$ cat src/rtl/instr_byte_loader.sv
// Byte-serial program loader: packs 0xFE..0xFF framed bytes little-endian into instruction words.
// Optional trailing XOR checksum when LOADER_CHECKSUM_EN is defined.
module instr_byte_loader #(
   parameter int unsigned DEPTH  = 64,
   parameter int unsigned ADDR_W = 6
) (
   input  logic              clk_i,
   input  logic              reset,
   input  logic              instr_valid_i,
   input  logic [7:0]        instr_i,
   output logic              imem_we_o,
   output logic [ADDR_W-1:0] imem_addr_o,
   output logic [31:0]       imem_wdata_o,
   output logic              core_rst_o,
   output logic              load_done_o,
   output logic              load_err_o,
   output logic [ADDR_W:0]   word_count_o
);

   localparam logic [7:0]      StartByte = 8'hFE;
   localparam logic [7:0]      EndByte   = 8'hFF;
   localparam logic [ADDR_W:0] DepthCnt  = (ADDR_W+1)'(DEPTH);
   localparam logic [ADDR_W:0] CntOne    = (ADDR_W+1)'(1);

`ifdef LOADER_CHECKSUM_EN
   typedef enum logic [2:0] {StIdle, StLoad, StChk, StDone, StErr} state_e;
`else
   typedef enum logic [2:0] {StIdle, StLoad, StDone, StErr} state_e;
`endif

   state_e            state_q, state_d;
   logic [ADDR_W:0]   cnt_q, cnt_d;
   logic [1:0]        idx_q, idx_d;
   logic [23:0]       part_q, part_d;
   logic              we_q, we_d;
   logic [ADDR_W-1:0] addr_q, addr_d;
   logic [31:0]       wdata_q, wdata_d;
`ifdef LOADER_CHECKSUM_EN
   logic [7:0]        csum_q, csum_d;
`endif

   always_comb begin
      state_d = state_q;
      cnt_d   = cnt_q;
      idx_d   = idx_q;
      part_d  = part_q;
      we_d    = 1'b0;
      addr_d  = addr_q;
      wdata_d = wdata_q;
`ifdef LOADER_CHECKSUM_EN
      csum_d  = csum_q;
`endif
      case (state_q)
         StIdle, StDone: begin
            if (instr_valid_i && instr_i == StartByte) begin
               state_d = StLoad;
               cnt_d   = '0;
               idx_d   = '0;
`ifdef LOADER_CHECKSUM_EN
               csum_d  = '0;
`endif
            end
         end
         StLoad: begin
            if (instr_valid_i) begin
               if (idx_q == 2'd0 && instr_i == EndByte) begin
`ifdef LOADER_CHECKSUM_EN
                  state_d = StChk;
`else
                  state_d = StDone;
`endif
               end else if (idx_q == 2'd0 && cnt_q == DepthCnt) begin
                  // No room for another word: refuse before anything is written
                  state_d = StErr;
               end else begin
`ifdef LOADER_CHECKSUM_EN
                  csum_d = csum_q ^ instr_i;
`endif
                  idx_d = idx_q + 2'd1;
                  case (idx_q)
                     2'd0:    part_d[7:0]   = instr_i;
                     2'd1:    part_d[15:8]  = instr_i;
                     2'd2:    part_d[23:16] = instr_i;
                     default: begin
                        we_d    = 1'b1;
                        addr_d  = cnt_q[ADDR_W-1:0];
                        wdata_d = {instr_i, part_q};
                        cnt_d   = cnt_q + CntOne;
                     end
                  endcase
               end
            end
         end
`ifdef LOADER_CHECKSUM_EN
         StChk: begin
            if (instr_valid_i) begin
               state_d = (instr_i == csum_q) ? StDone : StErr;
            end
         end
`endif
         default: ;
      endcase
   end

   always_ff @(posedge clk_i) begin
      if (reset) begin
         state_q <= StIdle;
         cnt_q   <= '0;
         idx_q   <= '0;
         part_q  <= '0;
         we_q    <= 1'b0;
         addr_q  <= '0;
         wdata_q <= '0;
`ifdef LOADER_CHECKSUM_EN
         csum_q  <= '0;
`endif
      end else begin
         state_q <= state_d;
         cnt_q   <= cnt_d;
         idx_q   <= idx_d;
         part_q  <= part_d;
         we_q    <= we_d;
         addr_q  <= addr_d;
         wdata_q <= wdata_d;
`ifdef LOADER_CHECKSUM_EN
         csum_q  <= csum_d;
`endif
      end
   end

   assign imem_we_o    = we_q;
   assign imem_addr_o  = addr_q;
   assign imem_wdata_o = wdata_q;
   assign word_count_o = cnt_q;
   assign core_rst_o   = (state_q != StDone);
   assign load_done_o  = (state_q == StDone);
   assign load_err_o   = (state_q == StErr);

endmodule

$ cat config.mk
export PLATFORM = sky130hd
export DESIGN_NAME = instr_byte_loader
export DESIGN_NICKNAME = d
export VERILOG_FILES = /design/src/rtl/instr_byte_loader.sv
export SDC_FILE = /design/constraint.sdc
export NUM_CORES = 1
export LEC_CHECK = 0
export ABC_AREA = 1
export BUFFER_PORTS_ARGS = -buffer_cell sky130_fd_sc_hd__buf_2
export CAP_MARGIN = 10
export CORE_MARGIN = 3
export CORE_UTILIZATION = 58
export CTS_CLUSTER_SIZE = 10
export DETAILED_ROUTE_END_ITERATION = 10
export GPL_TIMING_DRIVEN = 0
export PLACE_DENSITY_LB_ADDON = 0.1
export SETUP_SLACK_MARGIN = 0.05
export SLEW_MARGIN = 40
export SYNTH_ARGS = -nofsm -noshare
export SYNTH_HDL_FRONTEND = slang
export SYNTH_SLANG_ARGS = --single-unit
$ cat constraint.sdc
create_clock -name clk_i -period 3.8 [get_ports clk_i]
set_clock_uncertainty 0.05 [all_clocks]
set_input_delay 0.38 -clock clk_i [delete_from_list [all_inputs] [get_ports clk_i]]
set_output_delay 0.38 -clock clk_i [all_outputs]
set_load 0.05 [all_outputs]
==> results.ini <==
[pwr]
power_frac_clock_pct=46.5
seqPwrFrac_pct=50.6
power_mw=1.53
power.density_nw_per_um2=427
power_frac_comb_pct=2.9
peakVddDrop_mv=0.271
p_switching_uw=313
p_int_mw=1.22
p_leak_nw=1.60
switching_share_pct=20.4

[detailed_routing]
routedWlPerCell_um=13.2
vias=2797
routed_wl_mm=7.19
firstDrtPassIters=5
antenna_left=0
drt-initial-drc-count=188
vias_per_cell=5.14
drc=0

[clock_tree]
cts_resized=0
worstSkewPairLatency_ps=340
cts_tree=yes
post-cts-setup-buffers=0
htree_levels=3
cts.path.max_buffers=2
path_clk_slew_ps=70
ctsRootBufferMaster=clkbuf_8
cts-buffers-inserted=9
numClockSinks=74
cts_hold_buf=0

[placement]
place_inst=529
numPortBuffers=58
post_dp_cell_area_um2=3360
dp_hpwl_mm=5.12
gp_congestion=0.883
pre_cts_slack_ps=1710

[floorplanning]
rows=25
dieArea_um2=6040
initial_core_util_pct=61.5
dieWidth_um=77.7
top_level_ports=60
core_um2=4850
chipHeight_um=77.7

[worst_setup_path]
worstPathRequired_ps=4030
critPathKind=reg -> reg
cp.arrival_ps=2380
worst-path-max-fanout=10
crit_path_end_kind=register
start_kind=register

[yosys]
synth_top_area_cell=dfxtp_1
synthDistinctLibCells=21
ys_ff_latch=74
ys.flop_type=dfxtp_1
syn_area_per_cell_um2=7.38
synth_most_common_cell=nor2_1
synth_area_um2=2980
synth_top_area_share_pct=49.7
syn_inst=404
synth_sequential_area_ratio_pct=49.7
synth_nets=421
synth_top_cells_by_count=126 x nor2_1, 74 x dfxtp_1, 62 x o21ai_0
synth_warnings=0
synth.area.top_cells=dfxtp_1 50%, nor2_1 16%, o21ai_0 10%, nand2_1 4.7%, nand3_1 3.5%
async_reset_ff_share_pct=0
synth_edf_count=0

[global_route]
antenna_found_initial=0
grt_pass1_vias=2618
grt_usage_pct=24.2
overflow=0
grt_max_degree=13
grt_pass1_wl_mm=11.7

[layout]
antenna_cells=0
drive_gt1_share_pct=19.7
fin_nets=490
area_delta_synth_final_pct=20.3
stdcell_area_um2=3590
stdcell_count=544
fin_util_pct=74.0

[timing]
fin_ws_ps=1650
post-route-min-period_ps=2150
maxSlewViolCount=0
finalHoldViolations=0
rsz0062_at_grt=false
post-route-period-util_pct=56.7
relSlewSlack_pct=63.8
holdWs_ps=312
setup_viol=0
worst_pin_slew_ps=543
finalSetupTns_ps=0
max_freq_ghz=0.464

[worst_hold_path]
min_path_type=in -> reg

[status]
status=finished, final reports clean

[job]
cap_violations=0

==> cell usage in the layout (no fill, tap or decap), drive strengths merged <==
cell	instances
inv	27
nand3b	2
a21oi	17
clkinv	3
nand4	5
o21ai	62
or2	1
bufinv	3
ha	6
dfxtp	74
buf	64
clkbuf	22
nand2	39
nor2	131
nand3	21
==> power by group through the flow <==
stage / clock (mW) / sequential (mW) / combinational [mW]
6_report: 0.712 / 0.775 / 0.0443
3_5_place_dp: 0 / 0.793 / 0.0432
3_3_place_gp: 0 / 0.793 / 0.0425
2_1_floorplan: 0 / 0.794 / 0.0221
5_1_grt: 0.751 / 0.775 / 0.0488
4_1_cts: 0.715 / 0.775 / 0.0435
==> layout make-up <==
cell class	count	area, µm²
clock buffer	10	128
inverter	28	105
clock inverter	5	104
fill	387	1260
tap	67	83.8
multi-input combinational	284	1300
sequential	74	1480
buffer	18	91.3
timing repair buffer	58	290
==> cell families after synthesis <==
group	synth area share [%]
flip-flops	49.7
AO/OA/AOI/OAI	13.3
AND/OR/NAND/NOR	27.9
buffers and inverters	6.59
adder cells (fa/ha/maj)	2.52
==> worst max-delay path: stages, from the launching register on <==
cell and delay (ps):
dfxtp_1 330, inv_1 120, ha_1 170, buf_2 210, nand2_1 70, inv_1 80, nand3_1 110, nand2_2 120
inv_2 60, nand3_1 130, clkbuf_1 350, o21ai_0 170, nor2_1 120
==> layer usage <==
| layer | GRT usage [%] | vias up | part of all wire [%] |
|---|---|---|---|
| met4 | 11.6 | 0 | 2.8 |
| met5 | 0 | - | 0 |
| met3 | 4.29 | 21 | 7.4 |
| li1 | - | 1433 | - |
| met1 | 29.8 | 1226 | 43 |
| met2 | 40.8 | 117 | 47 |
==> worst paths after layout <==
path | startpoint | to | slack (ps) | cells past startpoint
worst min-delay path | instr_i[7] | part_q[23]$_SDFFE_PP0P_ | 310 | 3
worst max-delay path | idx_q[0]$_SDFFE_PP0P_ | imem_wdata_o[9]$_SDFFE_PP0P_ | 1650 | 12
worst max register to register | idx_q[0]$_SDFFE_PP0P_ | imem_wdata_o[9]$_SDFFE_PP0P_ | 1650 | 12
worst min register to register | part_q[0]$_SDFFE_PP0P_ | part_q[0]$_SDFFE_PP0P_ | 420 | 2
==> flip-flops by register name, summed over array words and instances (netlist names) <==
signal,flops
idx_q,2
imem_addr_o,6
imem_wdata_o,32
imem_we_o,1
part_q,24
state_q,2
word_count_o,7
Note: power is estimated with default switching activity, not from simulation.
